[src/rtl/alu_result_writeback.sv]
`default_nettype none
// ============================================================================
// Module  : alu_result_writeback
// Purpose : Tag-tracks dual-lane ALU results, buffers them in a 2-push FIFO and
//           drains them as addressed memory writes with valid/ready handshake.
// Revision: 1.0 - initial release
// ============================================================================
module alu_result_writeback #(
    parameter int DATA_WIDTH  = 32,
    parameter int ALU_LATENCY = 3,
    parameter int FIFO_DEPTH  = 8,
    parameter int ADDR_WIDTH  = 10
) (
    input  logic                      clk,
    input  logic                      rst,
    input  logic                      i_cfg_start,
    input  logic [ADDR_WIDTH-1:0]     i_base_addr,
    input  logic [ADDR_WIDTH:0]       i_num_results,
    input  logic [1:0]                i_alu_start,
    input  logic [2*DATA_WIDTH-1:0]   i_alu_data_0,
    input  logic [2*DATA_WIDTH-1:0]   i_alu_data_1,
    output logic                      o_wr_valid,
    input  logic                      i_wr_ready,
    output logic [ADDR_WIDTH-1:0]     o_wr_addr,
    output logic [2*DATA_WIDTH-1:0]   o_wr_data,
    output logic                      o_issue_hold,
    output logic                      o_busy,
    output logic                      o_done,
    output logic                      o_overflow
);

    localparam int C_PTR_W = $clog2(FIFO_DEPTH);
    localparam int C_CNT_W = C_PTR_W + 1;
    localparam int C_CTR_W = ADDR_WIDTH + 1;
    localparam int C_SUM_W = 16;

    typedef enum logic [1:0] {
        S_IDLE = 2'd0,
        S_RUN  = 2'd1,
        S_DONE = 2'd2
    } state_t;

    state_t                     r_state;
    logic [ALU_LATENCY-1:0]     r_tag0;
    logic [ALU_LATENCY-1:0]     r_tag1;
    logic [2*DATA_WIDTH-1:0]    r_mem [FIFO_DEPTH];
    logic [C_PTR_W-1:0]         r_rd_ptr;
    logic [C_PTR_W-1:0]         r_wr_ptr;
    logic [C_CNT_W-1:0]         r_count;
    logic [ADDR_WIDTH-1:0]      r_base;
    logic [C_CTR_W-1:0]         r_num;
    logic [C_CTR_W-1:0]         r_wr_count;
    logic [C_CTR_W-1:0]         r_push_count;
    logic                       r_busy;
    logic                       r_done;
    logic                       r_overflow;

    logic                       w_tag0;
    logic                       w_tag1;
    logic                       w_run;
    logic                       w_wr_valid;
    logic                       w_pop;
    logic [C_CNT_W-1:0]         w_free;
    logic                       w_acc0;
    logic                       w_acc1;
    logic                       w_drop;
    logic [1:0]                 w_npush;
    logic [C_SUM_W-1:0]         w_inflight;

    assign w_tag0     = r_tag0[ALU_LATENCY-1];
    assign w_tag1     = r_tag1[ALU_LATENCY-1];
    assign w_run      = (r_state == S_RUN);
    assign w_wr_valid = w_run && (r_count != '0);
    assign w_pop      = w_wr_valid && i_wr_ready;

    // Free slots after this cycle's pop; lane 0 claims space before lane 1.
    assign w_free  = C_CNT_W'(FIFO_DEPTH) - r_count + C_CNT_W'(w_pop);
    assign w_acc0  = w_tag0 && w_run && (r_push_count < r_num) && (w_free != '0);
    assign w_acc1  = w_tag1 && w_run
                     && ((r_push_count + C_CTR_W'(w_acc0)) < r_num)
                     && (w_free > C_CNT_W'(w_acc0));
    assign w_drop  = (w_tag0 && !w_acc0) || (w_tag1 && !w_acc1);
    assign w_npush = {1'b0, w_acc0} + {1'b0, w_acc1};

    always_comb begin
        w_inflight = '0;
        for (int i = 0; i < ALU_LATENCY; i++) begin
            w_inflight = w_inflight + C_SUM_W'(r_tag0[i]) + C_SUM_W'(r_tag1[i]);
        end
    end

    assign o_issue_hold = (C_SUM_W'(r_count) + w_inflight) >= C_SUM_W'(FIFO_DEPTH - 2);
    assign o_wr_valid   = w_wr_valid;
    assign o_wr_addr    = r_base + r_wr_count[ADDR_WIDTH-1:0];
    assign o_wr_data    = w_wr_valid ? r_mem[r_rd_ptr] : '0;
    assign o_busy       = r_busy;
    assign o_done       = r_done;
    assign o_overflow   = r_overflow;

    always_ff @(posedge clk) begin
        if (rst) begin
            r_tag0 <= '0;
            r_tag1 <= '0;
        end else begin
            r_tag0[0] <= i_alu_start[0];
            r_tag1[0] <= i_alu_start[1];
            for (int i = 1; i < ALU_LATENCY; i++) begin
                r_tag0[i] <= r_tag0[i-1];
                r_tag1[i] <= r_tag1[i-1];
            end
        end
    end

    // Storage needs no reset: o_wr_data is gated by valid.
    always_ff @(posedge clk) begin
        if (w_acc0) begin
            r_mem[r_wr_ptr] <= i_alu_data_0;
        end
        if (w_acc1) begin
            r_mem[r_wr_ptr + C_PTR_W'(w_acc0)] <= i_alu_data_1;
        end
    end

    always_ff @(posedge clk) begin
        if (rst) begin
            r_rd_ptr <= '0;
            r_wr_ptr <= '0;
            r_count  <= '0;
        end else begin
            r_rd_ptr <= r_rd_ptr + C_PTR_W'(w_pop);
            r_wr_ptr <= r_wr_ptr + C_PTR_W'(w_npush);
            r_count  <= r_count + C_CNT_W'(w_npush) - C_CNT_W'(w_pop);
        end
    end

    always_ff @(posedge clk) begin
        if (rst) begin
            r_state      <= S_IDLE;
            r_base       <= '0;
            r_num        <= '0;
            r_wr_count   <= '0;
            r_push_count <= '0;
            r_busy       <= 1'b0;
            r_done       <= 1'b0;
            r_overflow   <= 1'b0;
        end else begin
            r_done <= 1'b0;
            case (r_state)
                S_IDLE: begin
                    if (i_cfg_start) begin
                        r_base       <= i_base_addr;
                        r_num        <= i_num_results;
                        r_wr_count   <= '0;
                        r_push_count <= '0;
                        if (i_num_results == '0) begin
                            r_state <= S_DONE;
                            r_done  <= 1'b1;
                        end else begin
                            r_state <= S_RUN;
                            r_busy  <= 1'b1;
                        end
                    end
                end
                S_RUN: begin
                    r_push_count <= r_push_count + C_CTR_W'(w_npush);
                    if (w_pop) begin
                        r_wr_count <= r_wr_count + C_CTR_W'(1);
                        if ((r_wr_count + C_CTR_W'(1)) == r_num) begin
                            r_state <= S_DONE;
                            r_done  <= 1'b1;
                            r_busy  <= 1'b0;
                        end
                    end
                end
                S_DONE: begin
                    r_state <= S_IDLE;
                end
                default: begin
                    r_state <= S_IDLE;
                    r_busy  <= 1'b0;
                end
            endcase
            // A drop in the same cycle as a new job start still reports.
            if (i_cfg_start) begin
                r_overflow <= 1'b0;
            end
            if (w_drop) begin
                r_overflow <= 1'b1;
            end
        end
    end

endmodule
`default_nettype wire

[config.mk]
export PLATFORM = sky130hd
export DESIGN_NAME = alu_result_writeback
export DESIGN_NICKNAME = d
export VERILOG_FILES = /design/src/rtl/alu_result_writeback.sv
export SDC_FILE = /design/constraint.sdc
export NUM_CORES = 1
export LEC_CHECK = 0
export ABC_AREA = 1
export CAP_MARGIN = 20
export CORE_AREA = 2 2 256 258
export CTS_CLUSTER_DIAMETER = 100
export DETAILED_ROUTE_END_ITERATION = 10
export DIE_AREA = 0 0 258 260
export PLACE_DENSITY = 0.7
export REMOVE_ABC_BUFFERS = 1
export SYNTH_ARGS = -nofsm -noshare
export SYNTH_HDL_FRONTEND = slang
export SYNTH_SLANG_ARGS = --single-unit
[constraint.sdc]
create_clock -name clk -period 10.65 [get_ports clk]
set_input_delay 2.6625 -clock clk [delete_from_list [all_inputs] [get_ports clk]]
set_output_delay 2.6625 -clock clk [all_outputs]
set_load 0.005 [all_outputs]
==> summary.txt, run 1 <==
Setup path
  – CP Launch Point: i_wr_ready
  – R2r startpoint: r_count[2]
  – Worst r2r path cells: 34
  – Max incr delay on CP: 550 ps
  – CP Launch Type: input port
  – RR Endpoint: r_count[3]
  – CP Data Required Time: about 11,000 ps
  – Crit. End Element: flip-flop
  – Critical Path Slowest Stage Cell: nand3_1
  – Critical path arrival: between 8000 and 9000 ps
  – Crit Path Max Fanout: 66
  – R2R setup slack: 4020 ps
  – Crit-path most repeated cell: ha_1
  – Crit Path Class: in -> reg

Clock tree
  – Number of hold buffers added after CTS: 0
  – Clock tree from TritonCTS: done
  – CTS clk-pin slew, worst paths: around 60 ps
  – CTS Sinks: 576
  – CTS root buf: clkbuf_16
  – CTS Buf Count: 66
  – Clock Tree Buf Depth: 3
  – H-tree depth: 3
  – Worst skew pair latency: 610 ps
  – Setup bufs post-CTS: 0
  – Post-CTS sizing: 0

Routing
  – 1st-pass router iterations: 6
  – Final ANT Viol Nets: 0
  – Routed WL per cell: roughly 21 um
  – DRC viols: 0
  – Total routed wirelength: around 100 mm
  – Vias post-DR: 28,300
  – Vias per inst: 5.93
  – Initial DRC Count: 3,405

Floorplan
  – Die Y: ~260 um
  – Die ar.: 0.0671 mm2
  – Starting Density: 0.506
  – Die width: 258 um
  – Row Count: between 90 and 100
  – Core area: roughly 0.064 mm2
  – # IOs: between 200 and 250

Synthesis
  – Synth Area in Simple Gates: 0.280
  – Post-synth EDFFs: roughly 510
  – Post-synthesis mux area share: 0
  – Netlist cell types: 43
  – Mapped Avg Cell Area: about 8.2 um2
  – Most frequently used flop master after synthesis: edfxtp_1
  – Post-Syn Instances: between 3,000 and 4,000
  – Combinational family with the most area after synthesis: simple AND/OR/NAND/NOR gates
  – Ys Warns: 0
  – Adder-cell share of the synthesized area: 0.0250
  – Mapped cell area: roughly 0.032 mm2
  – Synth Area in Compound Gates: 0.0915
  – Ys async rst share: 0
  – Seq cells post-synth: roughly 580
  – XOR/XNOR share of the synthesized area: 0.00782
  – Sequential area share after synthesis: 0.513

Pwr
  – P_leak: between 10 and 15 nW
  – Clock power frac: 0.406
  – Power Internal: 3.98 mW
  – Comb pwr share: 0.127
  – Worst IR drop on VDD: approximately 0.13 mV
  – Sw Ratio: 0.256
  – Share of power burned in registers: 0.467
  – PD cells: approximately 150 mW/mm2
  – Net Sw Power: 1.37 mW

Timing
  – Final count of negative-setup-slack endpoints: 0
  – Max-slew violations: 0
  – Post-route minimum period: ~8400 ps
  – Relative slew slack: 0.196
  – Final Hold Slack: around 430 ps
  – Skew final: between 20 and 25 ps
  – RSZ-0062 raised after global routing: no
  – Final Cycle Share: 0.793
  – Max Clk Rate: roughly 120 MHz
  – Least-Margin Pin Slew: between 1000 and 1500 ps
  – Fin. Hold Viols: 0

Final layout
  – Final Net Count: 4,089
  – Area grow syn2layout: 11.6%
  – Fill cell count: approximately 5,700
  – Share of layout cells above drive strength 1: 0.0436
  – Antenna cells: 0
  – Commonest non-fill, non-tap cell in the layout: nand2_1
  – Utilization after layout: 0.565
  – Commonest cells after routing, fill and taps aside: 1,150 x nand2_1, 550 x nand3_1, 512 x edfxtp_1, 467 x nor2_1, 355 x o21ai_0

Hold path
  – Worst Min Path Start: r_tag1[0]
  – Worst hold-check path type: reg -> reg
  – Worst hold stages: 2
  – Hold EP: r_tag1[1]

Placement
  – GPL Wtd Cong: just under 0.9
  – Port Buffers: about 230
  – HPWL Detailed: 52.2 mm

Global route
  – Vias in the first global route: between 20,000 and 30,000
  – Met2 Use GR: 0.486
  – First-pass GRT wire length: 156 mm
  – Largest net degree at the start of global routing: 267
  – GRT met3 Usage: 0.0634
  – GRT busiest layer: met2
  – Total GRT Usage: 0.297
  – Grt total ovfl: 0
  – Met1 Use GR: 0.391
  – Initial antenna violation count: 13

Status
  – Run status: completed

Job
  – Max-cap violations: 0
worst max path at each step:
stage | end | slack, ps | depth (start not counted)
5_1_grt | r_count[3] | 1670 | 32
3_3_place_gp | r_count[3] | 1840 | 32
3_5_place_dp | r_count[3] | 1700 | 32
2_1_floorplan | r_mem[1][0] | -4670 | 23
6_report | r_count[3] | 2200 | 32
4_1_cts | r_count[3] | 2300 | 32
critical path: cells and delay by family:
| kind | cells | cell delay (ps) |
|---|---|---|
| buffers and inverters | 7 | 1530 |
| xor gates and xnor gates | 2 | 260 |
| AOI/OAI and AO/OA | 6 | 950 |
| adders and majority gates | 8 | 2030 |
| and+or+nand+nor | 9 | 1510 |
power by group through the flow:
stage	Sequential [mW]	Clock (mW)	Combinational [mW]
floorplan	2.56	0	0.335
global placement	2.55	0	0.658
detailed placement	2.55	0	0.669
CTS	2.50	2.19	0.673
global route	2.50	2.28	0.751
finish	2.50	2.17	0.678
per-stage QoR:
stage | std cells | setup WS (ps) | setup TNS, ps | cell area, um2 | power [mW]
floorplan | 3533 | -4670 | -3288870 | 30200 | 2.89
global placement | 4659 | 1840 | 0 | 34200 | 3.21
detailed placement | 4661 | 1700 | 0 | 34200 | 3.22
CTS | 4776 | 2300 | 0 | 36200 | 5.37
global route | 4776 | 1670 | 0 | 36200 | 5.53
finish | 4776 | 2200 | 0 | 36200 | 5.35
routing by layer:
metal  part of all wire  vias to the layer above  wire length (um)
met5             0.0016                        -               162
li1                   -                    13100                 -
met1               0.38                    13300             38800
met4              0.029                       26              2940
met2               0.47                     1656             47400
met3               0.11                      230             11600
synthesized netlist by cell type (2+ instances only):
cell type	count	area, um2
buf_6	55	619
a211oi_1	2	15.0
a31oi_1	67	419
nand3b_1	4	30.0
and3_1	2	12.5
buf_8	4	60.1
o31ai_1	6	45.0
nor3b_1	2	15.0
ha_1	52	651
nor3_1	7	35.0
or2_2	3	18.8
or3_1	2	12.5
o211ai_1	2	15.0
xnor2_1	10	87.6
clkbuf_1	120	450
o21ai_0	355	1780
o21bai_1	2	15.0
buf_2	182	911
a21oi_1	47	235
nand3_1	550	2750
inv_1	94	353
inv_2	8	30.0
fa_1	8	160
o22ai_1	64	400
o21a_1	2	15.0
dfxtp_1	64	1280
clkinv_1	2	7.51
nor2_1	475	1780
nand4_1	4	25.0
buf_1	35	131
buf_4	18	135
xor2_1	19	166
edfxtp_1	512	15400
nand2_1	1159	4350
logic make-up after synthesis:
logic type               count (synthesis)
AND/OR/NAND/NOR                       2213
adder cells (fa/ha/maj)                 60
XOR/XNOR                                29
flip-flops                             576
AO/OA/AOI/OAI                          551
buffers and inverters                  518
flip-flops by register name, indices dropped and copies added (netlist names):
name / flops
o_overflow: 1
r_tag1: 3
r_wr_ptr: 3
r_state: 2
r_rd_ptr: 3
r_count: 4
o_busy: 1
r_num: 11
r_push_count: 11
r_wr_count: 11
r_tag0: 3
r_mem: 512
r_base: 10
o_done: 1
final cells by class:
class	count	area, um2	area share
clock buffers	84	1860	0.0512
flip-flops and latches	576	16700	0.460
clock inverters	31	168	0.00463
multi-input cells	2853	13300	0.368
repair buffers	273	2750	0.0758
inverters	104	408	0.0113
well taps	855	1070	0.0295
Power figures use the tool's default switching activity.
==> run 2, diff against run 1 <==
- clock period: 10.65 -> 8.6 ns (I/O delays scaled with it)
==> run 2 against run 1 <==
Effect of this change:
- final cell count rose by 0.19%
- cell area up 0.16%
- critical path depth unchanged
- total power up 24%
- combinational power increased by 24%
- first-iteration DRC count fell by 9.8%
- highest routed layer unchanged
- hold slack gained 13 ps
- register-to-register slack worse by 1300 ps
- largest cell class unchanged
- clock power rose by 25%
- setup slack worse by 710 ps
- largest power group unchanged
==> summary.txt, run 2 (synthesis gave the netlist of run 1 again) <==
Clock tree
  – Post-CTS sizing: 0
  – CTS Buf Count: 67
  – Clock Tree Buf Depth: 3
  – H-tree depth: 3
  – Setup bufs post-CTS: 0
  – CTS Sinks: approximately 580
  – CTS root buf: clkbuf_16
  – Number of hold buffers added after CTS: 0
  – CTS clk-pin slew, worst paths: roughly 60 ps
  – Clock tree from TritonCTS: done
  – Worst skew pair latency: 610 ps

Setup path
  – Worst r2r path cells: 34
  – Crit. End Element: flip-flop
  – R2r startpoint: r_count[2]
  – Critical path arrival: 7630 ps
  – Max incr delay on CP: 470 ps
  – R2R setup slack: between 2000 and 3000 ps
  – CP Launch Type: input port
  – Crit Path Max Fanout: 20
  – Crit-path most repeated cell: ha_1
  – RR Endpoint: r_count[3]
  – CP Data Required Time: a little over 9000 ps
  – Crit Path Class: in -> reg
  – Critical Path Slowest Stage Cell: clkdlybuf4s50_1

Global route
  – Total GRT Usage: 0.291
  – Grt total ovfl: 0
  – First-pass GRT wire length: approximately 150 mm
  – Vias in the first global route: approximately 27,000
  – Initial antenna violation count: 7
  – Largest net degree at the start of global routing: approximately 210

Timing
  – Skew final: 27.5 ps
  – Least-Margin Pin Slew: ~1200 ps
  – Final Cycle Share: 0.826
  – Setup TNS: 0 ps
  – Final count of negative-setup-slack endpoints: 0
  – Relative slew slack: 0.223
  – Fin. Hold Viols: 0
  – RSZ-0062 raised after global routing: no
  – Max-slew violations: 0
  – Post-route minimum period: approximately 7100 ps
  – Final worst slack: between 1000 and 1500 ps
  – Max Clk Rate: around 140 MHz

Final layout
  – Commonest non-fill, non-tap cell in the layout: nand2_1
  – Utilization after layout: 0.566
  – Biggest register: r_mem
  – Commonest cells after routing, fill and taps aside: 1,150 x nand2_1, 550 x nand3_1, 512 x edfxtp_1, 467 x nor2_1, 355 x o21ai_0
  – Max reg flops: ~510
  – Area grow syn2layout: 11.8%
  – Final instance area: around 0.036 mm2
  – Share of layout cells above drive strength 1: 0.0456
  – Layout Cells excl Fill: between 4,000 and 5,000
  – Final Net Count: 4,096

Routing
  – 1st-pass router iterations: 5
  – Final ANT Viol Nets: 0
  – DRC viols: 0
  – Routed WL per cell: 20.8 um
  – Vias post-DR: about 28,000
  – Vias per inst: just under 6
  – Initial DRC Count: 3,072
  – Total routed wirelength: around 100 mm

Status
  – Run status: completed

Floorplan
  – Die Y: ~260 um
  – Row Count: 93
  – Die ar.: between 0.06 and 0.07 mm2
  – # IOs: about 230
  – Core area: approximately 0.064 mm2
  – Starting Density: 0.506
  – Die width: about 260 um

Pwr
  – PD cells: 184 mW/mm2
  – P_leak: roughly 15 nW
  – Worst IR drop on VDD: 0.139 mV

Placement
  – Dpl cell area: ~0.034 mm2
  – Port Buffers: about 230
  – Post-place setup slack: roughly 940 ps
  – Placed cell count: 4,667
  – GPL Wtd Cong: just under 0.9
  – HPWL Detailed: 51.6 mm

Hold path
  – Hold EP: r_tag0[2]
  – Worst hold stages: 2
  – Worst Min Path Start: r_tag0[1]
  – Worst hold-check path type: reg -> reg

Job
  – Max-cap violations: 0
[run 2: changes by cell type in the layout (fill, tap and decap cells not counted)]
cell,previous run,this run
buf_4,32,38
clkbuf_1,10,13
clkinv_1,18,15
buf_12,6,8
buf_16,2,0
bufinv_16,1,2
clkbuf_16,71,70
clkinv_2,12,13
clkinv_4,0,1
diode_2,0,1
inv_2,8,7
inv_6,3,4
[run 2: area by class of cell]
class	count	area (um2)
diodes	1	2.50
well taps	855	1070
clock buffers	86	1840
repair buffers	279	2780
fillers	5668	27800
clock inverters	31	204
multi-input cells	2853	13300
flip-flops and latches	576	16700
inverters	104	409
[run 2: worst max path at each step]
stage | from | endpoint | cells past startpoint
after global routing | i_wr_ready | r_count[3] | 32
after global placement | i_wr_ready | r_mem[3][10] | 26
after detailed placement | i_wr_ready | r_mem[3][10] | 26
after floorplan | i_wr_ready | r_mem[1][0] | 23
after CTS | i_wr_ready | r_mem[3][46] | 26
final | i_wr_ready | r_count[3] | 32
[run 2: metrics by stage]
step | total power, mW | hold slack (ps)
2_1_floorplan | 3.58 | 416
3_5_place_dp | 3.99 | 440
4_1_cts | 6.67 | 451
3_3_place_gp | 3.97 | 432
6_report | 6.66 | 443
5_1_grt | 6.89 | 459
[run 2: power by group]
| part | total, mW | internal [mW] | switching, mW |
|---|---|---|---|
| sequential | 3.10 | 3.07 | 0.0282 |
| clock | 2.72 | 1.57 | 1.15 |
| combinational | 0.840 | 0.314 | 0.526 |
| total | 6.66 | 4.96 | 1.70 |
[run 2: per-layer routing]
| metal | track usage | wire length, um | vias up | part of all wire |
|---|---|---|---|---|
| met1 | 0.386 | 39000 | 13400 | 0.39 |
| met2 | 0.483 | 47500 | 1534 | 0.48 |
| met3 | 0.0558 | 10700 | 209 | 0.11 |
| met4 | 0.0938 | 2370 | 14 | 0.024 |
| met5 | 0 | 97 | - | 0.00097 |
| li1 | - | - | 13100 | - |
[run 2: critical path: cells and delay by family]
family                     cells  cell delay, ps
AOI/OAI and AO/OA              6             970
adders and majority gates      8            1910
buffers and inverters          7            1180
xor gates and xnor gates       2             300
and+or+nand+nor                9            1090
